## src/rtl/fft_pkg.sv

```systemverilog
// Shared types and helpers for the FFT frame sequencer.
// Holds the frame-control state encoding, default widths and the
// power-of-two test used when config point checking is built in.
package fft_pkg;

  localparam int FFT_PTS_W  = 12;
  localparam int FFT_DATA_W = 16;

  typedef enum logic [1:0] {
    ST_IDLE = 2'd0,
    ST_WAIT = 2'd1,
    ST_RUN  = 2'd2
  } fft_state_e;

  // True when v has exactly one bit set.
  function automatic logic is_pow2(input logic [31:0] v);
    is_pow2 = (v != 32'd0) && ((v & (v - 32'd1)) == 32'd0);
  endfunction

endpackage

```

## src/rtl/fft_inflight_cnt.sv

```systemverilog
// Occupancy tracker for frames inside the FFT core.
// occ counts frames whose sink eop was accepted but whose source eop
// has not yet been seen; full blocks new frame starts. Also keeps the
// wrapping frames_in / frames_out event counters.
module fft_inflight_cnt
  import fft_pkg::*;
#(
  parameter int MAX_INFLIGHT = 2,
  parameter int CNT_W        = 16
) (
  input  logic             clk,
  input  logic             reset_n,
  input  logic             sink_eop,
  input  logic             source_eop,
  output logic             full,
  output logic [CNT_W-1:0] frames_in,
  output logic [CNT_W-1:0] frames_out
);

  localparam int OCC_W = $clog2(MAX_INFLIGHT + 1);
  localparam logic [OCC_W-1:0] OCC_MAX = OCC_W'(MAX_INFLIGHT);

  logic [OCC_W-1:0] occ_r;
  logic [CNT_W-1:0] frames_in_r;
  logic [CNT_W-1:0] frames_out_r;

  // Up/down occupancy; simultaneous in and out events cancel.
  always_ff @(posedge clk or negedge reset_n) begin
    if (!reset_n) begin
      occ_r <= {OCC_W{1'b0}};
    end else if (sink_eop && !source_eop) begin
      if (occ_r != OCC_MAX) begin
        occ_r <= occ_r + OCC_W'(1);
      end
    end else if (!sink_eop && source_eop) begin
      if (occ_r != {OCC_W{1'b0}}) begin
        occ_r <= occ_r - OCC_W'(1);
      end
    end
  end

  // Wrapping frame event counters.
  always_ff @(posedge clk or negedge reset_n) begin
    if (!reset_n) begin
      frames_in_r  <= {CNT_W{1'b0}};
      frames_out_r <= {CNT_W{1'b0}};
    end else begin
      if (sink_eop) begin
        frames_in_r <= frames_in_r + CNT_W'(1);
      end
      if (source_eop) begin
        frames_out_r <= frames_out_r + CNT_W'(1);
      end
    end
  end

  assign full       = (occ_r >= OCC_MAX);
  assign frames_in  = frames_in_r;
  assign frames_out = frames_out_r;

endmodule

```

## src/rtl/fft_frame_ctrl.sv

```systemverilog
// Frame sequencer in front of a variable-size streaming FFT core.
// Frames an unframed sample stream with sop/eop, holds point count and
// direction stable per frame, throttles frame starts on core occupancy
// and latches core error reports.
// Build option: define FFT_FRAME_CTRL_PTS_CHECK_EN to reject configs whose
// point count is not a power of two within [MIN_PTS, MAX_PTS].
module fft_frame_ctrl
  import fft_pkg::*;
#(
  parameter int DATA_W       = FFT_DATA_W,
  parameter int PTS_W        = FFT_PTS_W,
  parameter int MIN_PTS      = 64,
  parameter int MAX_PTS      = 2048,
  parameter int MAX_INFLIGHT = 2
) (
  input  logic              clk,
  input  logic              reset_n,
  input  logic              run_en,
  input  logic              cfg_valid,
  output logic              cfg_ready,
  input  logic [PTS_W-1:0]  cfg_pts,
  input  logic              cfg_inverse,
  output logic              cfg_err,
  input  logic              in_valid,
  output logic              in_ready,
  input  logic [DATA_W-1:0] in_real,
  input  logic [DATA_W-1:0] in_imag,
  output logic              fft_sink_valid,
  input  logic              fft_sink_ready,
  output logic              fft_sink_sop,
  output logic              fft_sink_eop,
  output logic [DATA_W-1:0] fft_sink_real,
  output logic [DATA_W-1:0] fft_sink_imag,
  output logic [1:0]        fft_sink_error,
  output logic [PTS_W-1:0]  fft_fftpts_in,
  output logic              fft_inverse,
  input  logic              fft_source_valid,
  input  logic              fft_source_ready,
  input  logic              fft_source_eop,
  input  logic [1:0]        fft_source_error,
  input  logic              err_clr,
  output logic              err_sticky,
  output logic [15:0]       frames_in,
  output logic [15:0]       frames_out
);

  fft_state_e       state_r;
  fft_state_e       state_nxt_s;

  logic             pend_valid_r;
  logic [PTS_W-1:0] pend_pts_r;
  logic             pend_inv_r;
  logic             act_valid_r;
  logic [PTS_W-1:0] act_pts_r;
  logic             act_inv_r;
  logic [PTS_W-1:0] cnt_r;
  logic             err_sticky_r;

  logic             run_s;
  logic             beat_s;
  logic             last_s;
  logic             start_ok_s;
  logic             start_s;
  logic             cfg_hs_s;
  logic             pts_ok_s;
  logic             cfg_take_s;
  logic             sink_eop_acc_s;
  logic             src_eop_acc_s;
  logic             src_err_s;
  logic             full_s;

  assign run_s          = (state_r == ST_RUN);
  assign beat_s         = run_s && in_valid && fft_sink_ready;
  // Modulo-2^PTS_W compare: pts=0 yields a 2^PTS_W-beat frame.
  assign last_s         = (cnt_r == (act_pts_r - PTS_W'(1)));
  assign sink_eop_acc_s = beat_s && last_s;
  assign src_eop_acc_s  = fft_source_valid && fft_source_ready && fft_source_eop;
  assign src_err_s      = fft_source_valid && fft_source_ready && (fft_source_error != 2'b00);
  assign start_ok_s     = run_en && !err_sticky_r && !full_s && (pend_valid_r || act_valid_r);
  assign cfg_hs_s       = cfg_valid && !pend_valid_r;
  assign cfg_take_s     = cfg_hs_s && pts_ok_s;

`ifdef FFT_FRAME_CTRL_PTS_CHECK_EN
  logic cfg_err_r;

  assign pts_ok_s = is_pow2(32'(cfg_pts)) &&
                    (32'(cfg_pts) >= 32'(MIN_PTS)) &&
                    (32'(cfg_pts) <= 32'(MAX_PTS));

  // One-cycle pulse after an illegal config has been consumed.
  always_ff @(posedge clk or negedge reset_n) begin
    if (!reset_n) begin
      cfg_err_r <= 1'b0;
    end else begin
      cfg_err_r <= cfg_hs_s && !pts_ok_s;
    end
  end

  assign cfg_err = cfg_err_r;
`else
  logic cfg_unused_s;

  assign pts_ok_s     = 1'b1;
  assign cfg_unused_s = (MIN_PTS > 0);
  assign cfg_err      = 1'b0;
`endif

  // State register.
  always_ff @(posedge clk or negedge reset_n) begin
    if (!reset_n) begin
      state_r <= ST_IDLE;
    end else begin
      state_r <= state_nxt_s;
    end
  end

  // Next-state logic and frame-start decision.
  always_comb begin
    state_nxt_s = state_r;
    start_s     = 1'b0;
    case (state_r)
      ST_IDLE, ST_WAIT: begin
        if (start_ok_s) begin
          start_s     = 1'b1;
          state_nxt_s = ST_RUN;
        end else if (pend_valid_r || act_valid_r) begin
          state_nxt_s = ST_WAIT;
        end else begin
          state_nxt_s = ST_IDLE;
        end
      end
      ST_RUN: begin
        if (sink_eop_acc_s) begin
          if (pend_valid_r || act_valid_r) begin
            state_nxt_s = ST_WAIT;
          end else begin
            state_nxt_s = ST_IDLE;
          end
        end else begin
          state_nxt_s = ST_RUN;
        end
      end
      default: begin
        state_nxt_s = ST_IDLE;
      end
    endcase
  end

  // One-deep pending config slot; filled by handshake, drained at frame start.
  always_ff @(posedge clk or negedge reset_n) begin
    if (!reset_n) begin
      pend_valid_r <= 1'b0;
      pend_pts_r   <= {PTS_W{1'b0}};
      pend_inv_r   <= 1'b0;
    end else if (cfg_take_s) begin
      pend_valid_r <= 1'b1;
      pend_pts_r   <= cfg_pts;
      pend_inv_r   <= cfg_inverse;
    end else if (start_s && pend_valid_r) begin
      pend_valid_r <= 1'b0;
    end
  end

  // Active config only changes at a frame start.
  always_ff @(posedge clk or negedge reset_n) begin
    if (!reset_n) begin
      act_valid_r <= 1'b0;
      act_pts_r   <= PTS_W'(MAX_PTS);
      act_inv_r   <= 1'b0;
    end else if (start_s && pend_valid_r) begin
      act_valid_r <= 1'b1;
      act_pts_r   <= pend_pts_r;
      act_inv_r   <= pend_inv_r;
    end
  end

  // Beat counter within the current frame.
  always_ff @(posedge clk or negedge reset_n) begin
    if (!reset_n) begin
      cnt_r <= {PTS_W{1'b0}};
    end else if (start_s) begin
      cnt_r <= {PTS_W{1'b0}};
    end else if (beat_s) begin
      cnt_r <= cnt_r + PTS_W'(1);
    end
  end

  // Sticky core error; clear has priority over a same-cycle set.
  always_ff @(posedge clk or negedge reset_n) begin
    if (!reset_n) begin
      err_sticky_r <= 1'b0;
    end else if (err_clr) begin
      err_sticky_r <= 1'b0;
    end else if (src_err_s) begin
      err_sticky_r <= 1'b1;
    end
  end

  fft_inflight_cnt #(
    .MAX_INFLIGHT (MAX_INFLIGHT),
    .CNT_W        (16)
  ) u_inflight (
    .clk        (clk),
    .reset_n    (reset_n),
    .sink_eop   (sink_eop_acc_s),
    .source_eop (src_eop_acc_s),
    .full       (full_s),
    .frames_in  (frames_in),
    .frames_out (frames_out)
  );

  assign cfg_ready      = !pend_valid_r;
  assign in_ready       = run_s && fft_sink_ready;
  assign fft_sink_valid = run_s && in_valid;
  assign fft_sink_sop   = run_s && (cnt_r == {PTS_W{1'b0}});
  assign fft_sink_eop   = run_s && last_s;
  assign fft_sink_real  = in_real;
  assign fft_sink_imag  = in_imag;
  assign fft_sink_error = 2'b00;
  assign fft_fftpts_in  = act_pts_r;
  assign fft_inverse    = act_inv_r;
  assign err_sticky     = err_sticky_r;

endmodule

```

## config.mk

```make
export PLATFORM = sky130hd
export DESIGN_NAME = fft_frame_ctrl
export DESIGN_NICKNAME = d
export VERILOG_FILES = /design/src/rtl/fft_pkg.sv /design/src/rtl/fft_inflight_cnt.sv /design/src/rtl/fft_frame_ctrl.sv
export SDC_FILE = /design/constraint.sdc
export NUM_CORES = 1
export LEC_CHECK = 0
export BUFFER_PORTS_ARGS = -buffer_cell sky130_fd_sc_hd__buf_4
export CORE_AREA = 10 10 73 136
export DETAILED_ROUTE_END_ITERATION = 7
export DIE_AREA = 0 0 83 146
export GPL_ROUTABILITY_DRIVEN = 0
export PLACE_DENSITY = 0.86
export RECOVER_POWER = 25
export SYNTH_ARGS = -nofsm -noshare
export SYNTH_HDL_FRONTEND = slang
export SYNTH_SLANG_ARGS = --single-unit
```

## constraint.sdc

```tcl
create_clock -name clk -period 5.5 [get_ports clk]
set_input_delay 1.1 -clock clk [delete_from_list [all_inputs] [get_ports clk]]
set_output_delay 1.1 -clock clk [all_outputs]
set_load 0.02 [all_outputs]
```

==> results.md, run 1 <==
* Status: finished, final reports clean
* Pint at about 1.4 mW
* Vias per cell at around 5.4
* Layout cell share with drive strength beyond 1 at 0.316
* Tcrit/Tclk final at 0.666
* Nets at 478
* GRT overflow at 0
* Hold WS at around 0.47 ns
* Max FO, Critical Path at 6
* Die area at roughly 12,000 um^2
* Pwr/cell area at about 450 nW/um^2
* Routed wire per std cell at approximately 16 um
* Vias at around 2,800
* Max Cap Viol at 0
* Layout area overhead at 17.1%
* Clk pwr share at 0.279
* Core ar. at between 7000 and 8000 um^2
* Tmin final at 3.66 ns
* Slew HR at 0.290
* Maximum VDD drop at approximately 0.39 mV
* Avg Inst Size Synth at roughly 11 um^2
* Slew @ Worst Pin at between 1 and 1.5 ns
* Async set-reset flop share out of synthesis at 1.00
* Switch share at 0.342
* Startpoint types: flip-flop
* DRT Wirelength at around 8.5 mm
* Die Width at roughly 83 um
* # rows at between 40 and 50
* Post-synth EDFFs at 0
* Total GRT Usage at 0.142
* Post-route DRC at 0
* Leakage Power at 2.26 nW
* First-pass GRT wire length at roughly 14 mm
* Top_reg_cell synth: dfrtp_1
* Starting density of the core at 0.518
* Hold Vio Cnt, Final at 0
* Final setup fails at 0
* Slew Limit Fails at 0
* CTS tree: yes
* Die Ht at 146 um
* Synth Cell Area at 4060 um^2
* Clock Pin Slew Worst Setup and Hold Paths at about 0.06 ns
* Sequential element share of the synthesized area at 0.475
* Post-CTS Resized at 0
* Mapped Cells at 373
* Commonest non-fill, non-tap cell in the layout: dfrtp_1
* RSZ-0062 raised after global routing: false
* Skew-Pair Late Insertion Delay at 0.34 ns
* DRT iter0 DRCs at between 150 and 200
* Worst setup EP type: output port
* Most frequent cells in the layout: dfrtp_1 (76), buf_4 (74), xor2_1 (29)
* #FFs+latches synth at 77
* Worst Skew at between 0.005 and 0.006 ns
* Clock sinks at a little under 80
* Kind of critical path: reg -> out
* PortBufs at 75
* Arr. time, crit path at about 2.6 ns
* Power share of the combinational group at 0.324
* Setup tns final at 0 ns
* DP Wirelength at 6.32 mm
* Largest net degree at the start of global routing at between 70 and 80
* H-tree depth at 3
* Root buf cell: clkbuf_16
* Yosys cell types at 48
* Synth warn at 0
* Hold-fix buffers, CTS at 0
* Post-CTS Setup Bufs at 0
* Clock Path Buffers at 2
* Sequential power share at 0.397
* ANT cells at 0
* Vias in the first global route at around 3,000
* DRT Pass-1 Iters at 4
* DRT antenna net count at 0
* IO Count at approximately 140
* FMAX at 0.273 GHz
* WP data required at roughly 4.4 ns
* Number of CTS-inserted buffers at 9
* Layout fillers at 660
* Type of the most critical hold path: reg -> reg
* Initial antenna violation count at 0
* Psw at around 0.74 mW
[through the flow]
stage	total power, mW	setup WS [ns]	util	cells	instance area (um^2)
floorplan	1.33	2.30	-	375	4060
global placement	1.53	2.27	0.567	501	4440
detailed placement	1.56	2.19	0.567	501	4440
CTS	2.18	1.81	0.607	517	4750
global route	2.29	1.69	0.607	517	4750
finish	2.16	1.84	0.607	517	4750
[layer usage]
metal  wire (um)  share of wire  track usage  vias to the layer above
met3         732          0.086       0.0807                       10
met5           0              0            0                        -
met4         132          0.015       0.0497                        0
met2        3980           0.47        0.212                      104
li1            -              -            -                     1335
met1        3690           0.43        0.166                     1352
[Yosys cell counts, drive strengths merged, types with 4 or more instances]
library cell	number	area, um^2
nand2	23	86.3
xnor2	26	228
xor2	29	254
nor2	21	78.8
dfrtp	76	1900
ha	5	62.6
mux2	27	304
nor2b	5	31.3
nor3	19	115
nor3b	7	52.6
nand3	16	80.1
inv	9	33.8
nor4	4	31.3
nand4	9	71.3
buf	37	278
and3	10	62.6
a21oi	4	20.0
and4	4	37.5
clkbuf	9	33.8
[registers in the layout, summed over array words and instances (netlist names)]
name	cells
fft_fftpts_in	12
state_r	2
pend_valid_r	1
pend_inv_r	1
fft_inverse	1
u_inflight.frames_out	16
err_sticky	1
cnt_r	12
u_inflight.occ_r	2
act_valid_r	1
pend_pts_r	12
u_inflight.frames_in	16
[worst max-delay path: stages (launching register included)]
cell and delay, ns:
dfrtp_1 0.44, inv_1 0.08, ha_1 0.23, or3b_2 0.49, nor3_1 0.22, xnor2_1 0.16, and4_4 0.27, and3_1 0.17
buf_4 0.14
[final timing paths]
path / start / end / slack, ns / cells after the start
max reg2reg: fft_fftpts_in[0]$_DFFE_PN0P_ / u_inflight.frames_in[11]$_DFFE_PN0P_ / 2.74 / 9
max in group asynchronous: reset_n / u_inflight.frames_out[6]$_DFFE_PN0P_ / 3.98 / 1
max: fft_fftpts_in[0]$_DFFE_PN0P_ / fft_sink_eop / 1.84 / 8
min reg2reg: u_inflight.frames_out[15]$_DFFE_PN0P_ / u_inflight.frames_out[15]$_DFFE_PN0P_ / 0.47 / 1
min in group asynchronous: reset_n / cnt_r[5]$_DFFE_PN0P_ / 0.89 / 1
min: u_inflight.frames_out[15]$_DFFE_PN0P_ / u_inflight.frames_out[15]$_DFFE_PN0P_ / 0.47 / 1
[logic make-up (layout without fill, tap and decap cells)]
| family | Yosys count | after routing | share of synthesized area |
|---|---|---|---|
| and+or+nand+nor | 133 | 133 | 0.189 |
| DFF | 77 | 77 | 0.475 |
| xor gates and xnor gates | 55 | 55 | 0.119 |
| buffers and inverters | 55 | 101 | 0.0852 |
| muxes | 30 | 30 | 0.0824 |
| AOI/OAI and AO/OA | 17 | 17 | 0.0327 |
| adders and majority gates | 5 | 5 | 0.0154 |
| other | 1 | 3 | 0.000925 |
[power groups by stage]
stage	Combinational (mW)	Sequential (mW)	Clock, mW
floorplan	0.433	0.901	0
global placement	0.683	0.851	0
detailed placement	0.701	0.861	0
CTS	0.709	0.857	0.614
global route	0.760	0.880	0.646
finish	0.698	0.856	0.603
[area by class of cell]
cell class / instances / area [um^2] / area share
inverter: 9 / 33.8 / 0.00711
tap: 96 / 120 / 0.0253
clock buffer: 10 / 239 / 0.0503
timing repair buffer: 76 / 567 / 0.119
multi-input combinational: 243 / 1790 / 0.377
sequential: 77 / 1930 / 0.406
clock inverter: 6 / 71.3 / 0.0150
Power figures use the tool's default switching activity.
==> run 2, diff against run 1 <==
--- a/config.mk
+++ b/config.mk
@@ -6,11 +6,11 @@
 export NUM_CORES = 1
 export LEC_CHECK = 0
 export BUFFER_PORTS_ARGS = -buffer_cell sky130_fd_sc_hd__buf_4
-export CORE_AREA = 10 10 73 136
+export CORE_AREA = 10 10 75 141
 export DETAILED_ROUTE_END_ITERATION = 7
-export DIE_AREA = 0 0 83 146
+export DIE_AREA = 0 0 85 151
 export GPL_ROUTABILITY_DRIVEN = 0
-export PLACE_DENSITY = 0.86
+export PLACE_DENSITY = 0.81
 export RECOVER_POWER = 25
 export SYNTH_ARGS = -nofsm -noshare
 export SYNTH_HDL_FRONTEND = slang
==> constraint.sdc (replaced) <==
create_clock -name clk -period 3.5 [get_ports clk]
set_input_delay 0.7 -clock clk [delete_from_list [all_inputs] [get_ports clk]]
set_output_delay 0.7 -clock clk [all_outputs]
set_load 0.02 [all_outputs]
==> results.md, run 2 (synthesis results as in run 1) <==
* Slew Limit Fails at 78 (was 0)
* Number of CTS-inserted buffers at 9 (unchanged)
* Worst Min Path Start: u_inflight.frames_out[15]$_DFFE_PN0P_ (unchanged)
* Crit-path max cell delay at 0.51 ns (was 0.49 ns)
* H-tree depth at 3 (unchanged)
* Core ar. at 8290 um^2 (was 7830 um^2)
* Power share of the combinational group at 0.316 (was 0.324)
* Post-CTS Resized at 0 (unchanged)
* Switch share at 0.325 (was 0.342)
* Post-CTS Setup Bufs at 0 (unchanged)
* Post-place setup slack at 0.564 ns (was 2.19 ns)
* Most frequent cells in the layout: dfrtp_1 (76), buf_4 (74), xor2_1 (29) (unchanged)
* Vias at 2,842 (was 2,801)
* Post-route cell area at 4790 um^2 (was 4750 um^2)
* Leakage Power at 2.29 nW (was 2.26 nW)
* ANT cells at 0 (unchanged)
* Worst setup EP type: output port (unchanged)
* DRT iter0 DRCs at 100 (was 177)
* Die Width at 85 um (was 83 um)
* CP cell instances: inv_1 -> ha_1 -> or3b_2 -> nor3_2 -> nor3_1 -> o31ai_4 -> and3_1 -> buf_4 (was inv_1 -> ha_1 -> or3b_2 -> nor3_1 -> xnor2_1 -> and4_4 -> and3_1 -> buf_4)
* PortBufs at 75 (unchanged)
* CP max stage cell: or3b_2 (unchanged)
* Critical R2R Capture: u_inflight.frames_in[11]$_DFFE_PN0P_ (unchanged)
* R2R Path Start: fft_fftpts_in[4]$_DFFE_PN0P_ (was fft_fftpts_in[0]$_DFFE_PN0P_)
* Hold Vio Cnt, Final at 0 (unchanged)
* R2R setup slack at 0.68 ns (was 2.74 ns)
* Kind of critical path: reg -> out (unchanged)
* Clock sinks at 77 (unchanged)
* Status: complete, but fails checks (was finished, final reports clean)
* Die Ht at 151 um (was 146 um)
* Psw at 1.14 mW (was 0.738 mW)
* Die area at 12,800 um^2 (was 12,100 um^2)
* Hold-fix buffers, CTS at 0 (unchanged)
* # rows at 47 (was 46)
* Maximum VDD drop at 0.492 mV (was 0.391 mV)
* Final setup fails at 0 (unchanged)
* Routed wire per std cell at 18.0 um (was 16.5 um)
* Arr. time, crit path at 2.54 ns (was 2.56 ns)
* WP data required at 2.80 ns (was 4.40 ns)
* Tmin final at ~3.2 ns
* Total GRT Usage at 0.146 (was 0.142)
* Slew @ Worst Pin at 1.87 ns (was 1.06 ns)
* Sequential power share at 0.385 (was 0.397)
* Path depth of the worst reg2reg path at 7 (was 9)
* DP Wirelength at 7.13 mm (was 6.32 mm)
* Placed Area at 4450 um^2 (was 4440 um^2)
* Startpoint types: flip-flop (unchanged)
* Layout area overhead at 18.2% (was 17.1%)
* Largest net degree at the start of global routing at 78 (unchanged)
* Worst Hold End: u_inflight.frames_out[15]$_DFFE_PN0P_ (unchanged)
* Starting density of the core at 0.489 (was 0.518)
* Skew-Pair Late Insertion Delay at 0.33 ns (was 0.34 ns)
* Clk pwr share at 0.299 (was 0.279)
* First-pass GRT wire length at 15.2 mm (was 14.3 mm)
* Max FO, Critical Path at 6 (unchanged)
* Max Cap Viol at 1 (was 0)
* CTS tree: yes (unchanged)
* Pwr/cell area at 734 nW/um^2 (was 454 nW/um^2)
* Setup tns final at 0 ns (unchanged)
* Nets at 479 (was 478)
* RSZ-0062 raised after global routing: false (unchanged)
* Post-route DRC at 0 (unchanged)
* DRT Pass-1 Iters at 4 (unchanged)
* Tcrit/Tclk final at 0.925
* DRT Wirelength at 9.37 mm (was 8.53 mm)
* GRT overflow at 0 (unchanged)
* Vias per cell at 5.47 (was 5.42)
* Root buf cell: clkbuf_16 (unchanged)
* DRT antenna net count at 0 (unchanged)
* Layout fillers at 708 (was 660)
* Final worst setup slack at 0.263 ns (was 1.84 ns)
* Clock Pin Slew Worst Setup and Hold Paths at 0.06 ns (about the same)
* Slew HR at -0.249 (was 0.290)
* Pint at 2.37 mW (was 1.42 mW)
* Vias in the first global route at 3,084 (was 2,967)
* Worst Skew at 0.00703 ns (was 0.00595 ns)
* Failing checks: max-capacitance violations, max-slew violations
* IO Count at 143 (unchanged)
* Type of the most critical hold path: reg -> reg (unchanged)
* Initial antenna violation count at 0 (unchanged)
* Hold depth at 1 (unchanged)
* Clock Path Buffers at 2 (unchanged)
* FMAX at 0.309 GHz
* Layout cell share with drive strength beyond 1 at 0.315 (was 0.316)
* Commonest non-fill, non-tap cell in the layout: dfrtp_1 (unchanged)
run 2: per-stage QoR:
step	cells	utilization	power, mW	hold slack [ns]
5_1_grt	520	0.578	3.71	0.506
4_1_cts	520	0.578	3.56	0.476
6_report	520	0.578	3.52	0.469
3_3_place_gp	504	0.537	2.43	0.451
3_5_place_dp	504	0.537	2.49	0.453
2_1_floorplan	375	-	2.10	0.404
run 2: power by group through the flow:
stage,combinational (mW),sequential (mW),clock (mW)
6_report,1.11,1.35,1.05
5_1_grt,1.21,1.39,1.11
4_1_cts,1.13,1.35,1.08
3_5_place_dp,1.13,1.37,0
3_3_place_gp,1.08,1.35,0
2_1_floorplan,0.680,1.42,0
run 2: critical path: cells and delay by family (launching register included):
kind | cells | cell delay [ns]
fa+ha+maj | 1 | 0.23
compound gates | 1 | 0.31
flops | 1 | 0.43
buf+inv | 2 | 0.23
simple gates | 4 | 1.02
run 2: routing by layer:
metal  vias up  GRT usage  share of wire  routed length, um
met3        48     0.0543          0.072                679
met2        88      0.265           0.54               5110
li1       1326          -              -                  -
met5         -          0              0                  0
met1      1380      0.126           0.33               3080
met4         0      0.107          0.054                508
run 2: worst max-delay path by stage:
stage,from,to,slack [ns],depth (start not counted)
floorplan,fft_fftpts_in[0]$_DFFE_PN0P_,fft_sink_eop,0.70,7
global placement,fft_fftpts_in[0]$_DFFE_PN0P_,fft_sink_eop,0.65,8
detailed placement,fft_fftpts_in[0]$_DFFE_PN0P_,fft_sink_eop,0.56,8
CTS,fft_fftpts_in[0]$_DFFE_PN0P_,fft_sink_eop,0.21,8
global route,fft_fftpts_in[0]$_DFFE_PN0P_,fft_sink_eop,0.05,8
finish,fft_fftpts_in[0]$_DFFE_PN0P_,fft_sink_eop,0.26,8
run 2: final cells by class:
| type | instances | area [um^2] | share of cell area |
|---|---|---|---|
| multi-input cells | 243 | 1790 | 0.374 |
| clock buffers | 12 | 246 | 0.0514 |
| inverters | 9 | 33.8 | 0.00705 |
| repair buffers | 77 | 572 | 0.119 |
| flip-flops and latches | 77 | 1930 | 0.402 |
| clock inverters | 4 | 95.1 | 0.0198 |
| well taps | 98 | 123 | 0.0256 |
==> run 3, diff against run 2 <==
--- a/config.mk
+++ b/config.mk
@@ -12,6 +12,7 @@
 export GPL_ROUTABILITY_DRIVEN = 0
 export PLACE_DENSITY = 0.81
 export RECOVER_POWER = 25
+export REMOVE_ABC_BUFFERS = 1
 export SYNTH_ARGS = -nofsm -noshare
 export SYNTH_HDL_FRONTEND = slang
 export SYNTH_SLANG_ARGS = --single-unit
==> results.md, run 3 (synthesis results as in run 1) <==
* Status: complete, but fails checks (unchanged)
* Failing checks: max-capacitance violations, max-slew violations (unchanged)
* Number of CTS-inserted buffers at 9 (unchanged)
* Slew @ Worst Pin at 1.90 ns (was 1.87 ns)
* Commonest non-fill, non-tap cell in the layout: dfrtp_1 (unchanged)
* GR Util met1 at 0.170 (was 0.126)
* # rows at 47 (unchanged)
* Maximum VDD drop at 0.464 mV (was 0.492 mV)
* FMAX at 0.302 GHz (was 0.309 GHz)
* Power share of the combinational group at 0.325 (was 0.316)
* Root buf cell: clkbuf_16 (unchanged)
* Switch share at 0.339 (was 0.325)
* Setup tns final at 0 ns (unchanged)
* Pwr/cell area at 709 nW/um^2 (was 734 nW/um^2)
* Post-route DRC at 0 (unchanged)
* Hold Vio Cnt, Final at 0 (unchanged)
* DP Wirelength at 7.85 mm (was 7.13 mm)
* Post-CTS Resized at 0 (unchanged)
* Max FO, Critical Path at 6 (unchanged)
* Hold-fix buffers, CTS at 0 (unchanged)
* Multi-input gate area in the final layout at 1790 um^2 (about the same)
* Clk pwr share at 0.276 (was 0.299)
* Vias at 2,894 (was 2,842)
* Arr. time, crit path at 2.62 ns (was 2.54 ns)
* Post-CTS Setup Bufs at 0 (unchanged)
* CTS tree: yes (unchanged)
* Pint at 2.22 mW (was 2.37 mW)
* FF+latch area at 1930 um^2 (unchanged)
* Die Ht at 151 um (unchanged)
* DRT Wirelength at 10.2 mm (was 9.37 mm)
* Clock sinks at 77 (unchanged)
* Worst Skew at 0.00902 ns (was 0.00703 ns)
* DRT iter0 DRCs at 133 (was 100)
* GRT overflow at 0 (unchanged)
* Startpoint types: flip-flop (unchanged)
* Layout Utilization at 0.572 (was 0.578)
* Core ar. at 8290 um^2 (unchanged)
* Type of the most critical hold path: reg -> reg (unchanged)
* Met2 Track Usage GR at 0.262 (was 0.265)
* Fin cells at 520 (unchanged)
* Slew HR at -0.270 (was -0.249)
* ANT cells at 0 (unchanged)
* CP cell instances: inv_1 -> ha_1 -> or3b_2 -> nor3_1 -> nor3_1 -> o31ai_4 -> and3_1 -> buf_4 (was inv_1 -> ha_1 -> or3b_2 -> nor3_2 -> nor3_1 -> o31ai_4 -> and3_1 -> buf_4)
* Leakage Power at 2.26 nW (was 2.29 nW)
* WP data required at 2.80 ns (about the same)
* Tot Pwr at 3.36 mW (was 3.52 mW)
* Tmin final at 3.32 ns (was 3.24 ns)
* Layout area overhead at 16.9% (was 18.2%)
* Nets at 479 (unchanged)
* GR Util met3 at 0.0855 (was 0.0543)
* DRT Pass-1 Iters at 4 (unchanged)
* Routed wire per std cell at 19.7 um (was 18.0 um)
* PortBufs at 75 (unchanged)
* Final setup fails at 0 (unchanged)
* Total GRT Usage at 0.162 (was 0.146)
* Worst setup EP type: output port (unchanged)
* Sequential power share at 0.399 (was 0.385)
* CP max stage cell: or3b_2 (unchanged)
* Grt peak-use layer: met2 (unchanged)
* H-tree depth at 3 (unchanged)
* Most frequent cells in the layout: dfrtp_1 (76), buf_4 (73), xor2_1 (29) (was dfrtp_1 (76), buf_4 (74), xor2_1 (29))
* Die area at 12,800 um^2 (unchanged)
* Starting density of the core at 0.489 (unchanged)
* Hold WS at 0.465 ns (was 0.469 ns)
* Clock Pin Slew Worst Setup and Hold Paths at 0.06 ns (about the same)
* DRT antenna net count at 0 (unchanged)
* Psw at 1.14 mW (about the same)
* RSZ-0062 raised after global routing: false (unchanged)
* Cell mode on critical path: nor3_1
* R2R setup slack at 0.64 ns (was 0.68 ns)
* Clock Path Buffers at 2 (unchanged)
* Tcrit/Tclk final at 0.947 (was 0.925)
* Slew Limit Fails at 78 (unchanged)
* Initial antenna violation count at 0 (unchanged)
* First-pass GRT wire length at 16.5 mm (was 15.2 mm)
* Kind of critical path: reg -> out (unchanged)
* Placed insts at 504 (unchanged)
* Vias in the first global route at 3,099 (was 3,084)
* Largest net degree at the start of global routing at 78 (unchanged)
* Vias per cell at 5.57 (was 5.47)
* Max Cap Viol at 1 (unchanged)
* Die Width at 85 um (unchanged)
* Layout fillers at 698 (was 708)
* Crit-path max cell delay at 0.50 ns (was 0.51 ns)
* Layout cell share with drive strength beyond 1 at 0.315 (unchanged)
* Skew-Pair Late Insertion Delay at 0.34 ns (was 0.33 ns)
* IO Count at 143 (unchanged)
-- run 3: cell types whose count changed in the layout (fill, tap and decap cells not counted) --
cell | before | now
nor3_2 | 5 | 4
bufinv_16 | 3 | 1
inv_6 | 0 | 1
clkinvlp_4 | 0 | 1
buf_4 | 74 | 73
clkbuf_1 | 3 | 2
clkinv_2 | 1 | 3
nor3_1 | 14 | 15
-- run 3: path summary, 6_finish.rpt --
path / start / to / cells past startpoint
min in group asynchronous: reset_n / pend_pts_r[3]$_DFFE_PN0P_ / 1
setup reg to reg: fft_fftpts_in[0]$_DFFE_PN0P_ / u_inflight.frames_in[9]$_DFFE_PN0P_ / 9
setup / recovery: fft_fftpts_in[0]$_DFFE_PN0P_ / fft_sink_eop / 8
hold reg to reg: act_valid_r$_DFFE_PN0P_ / act_valid_r$_DFFE_PN0P_ / 1
max in group asynchronous: reset_n / cnt_r[4]$_DFFE_PN0P_ / 1
hold / removal: act_valid_r$_DFFE_PN0P_ / act_valid_r$_DFFE_PN0P_ / 1
-- run 3: final cells by class --
class | instances | area share
clock buffer | 10 | 0.0504
clock inverter | 6 | 0.0129
tap | 98 | 0.0259
sequential | 77 | 0.407
timing repair buffer | 77 | 0.120
inverter | 9 | 0.00712
multi-input combinational | 243 | 0.377
-- run 3: worst max-delay path: cells and delay by family, from the launching register on --
family / cells / cell delay (ns)
adders and majority gates: 1 / 0.23
buffers and inverters: 2 / 0.23
DFF: 1 / 0.44
AOI/OAI and AO/OA: 1 / 0.29
and+or+nand+nor: 4 / 1.07
-- run 3: power groups by stage --
| stage | clock, mW | combinational [mW] | sequential (mW) |
|---|---|---|---|
| after detailed placement | 0 | 1.11 | 1.36 |
| after global routing | 0.977 | 1.19 | 1.38 |
| after CTS | 0.944 | 1.11 | 1.34 |
| after global placement | 0 | 1.08 | 1.34 |
| final | 0.928 | 1.09 | 1.34 |
| after floorplan | 0 | 0.616 | 1.42 |
-- run 3: stage by stage --
| step | area, um^2 | setup slack [ns] |
|---|---|---|
| 6_report | 4740 | 0.185 |
| 3_3_place_gp | 4450 | 0.663 |
| 5_1_grt | 4740 | 0.0633 |
| 4_1_cts | 4750 | 0.219 |
| 2_1_floorplan | 3750 | 0.599 |
| 3_5_place_dp | 4450 | 0.578 |
-- run 3: layer usage --
metal / wire (um) / vias up
li1: - / 1322
met3: 1050 / 12
met5: 0 / -
met2: 5240 / 120
met4: 214 / 0
met1: 3740 / 1440
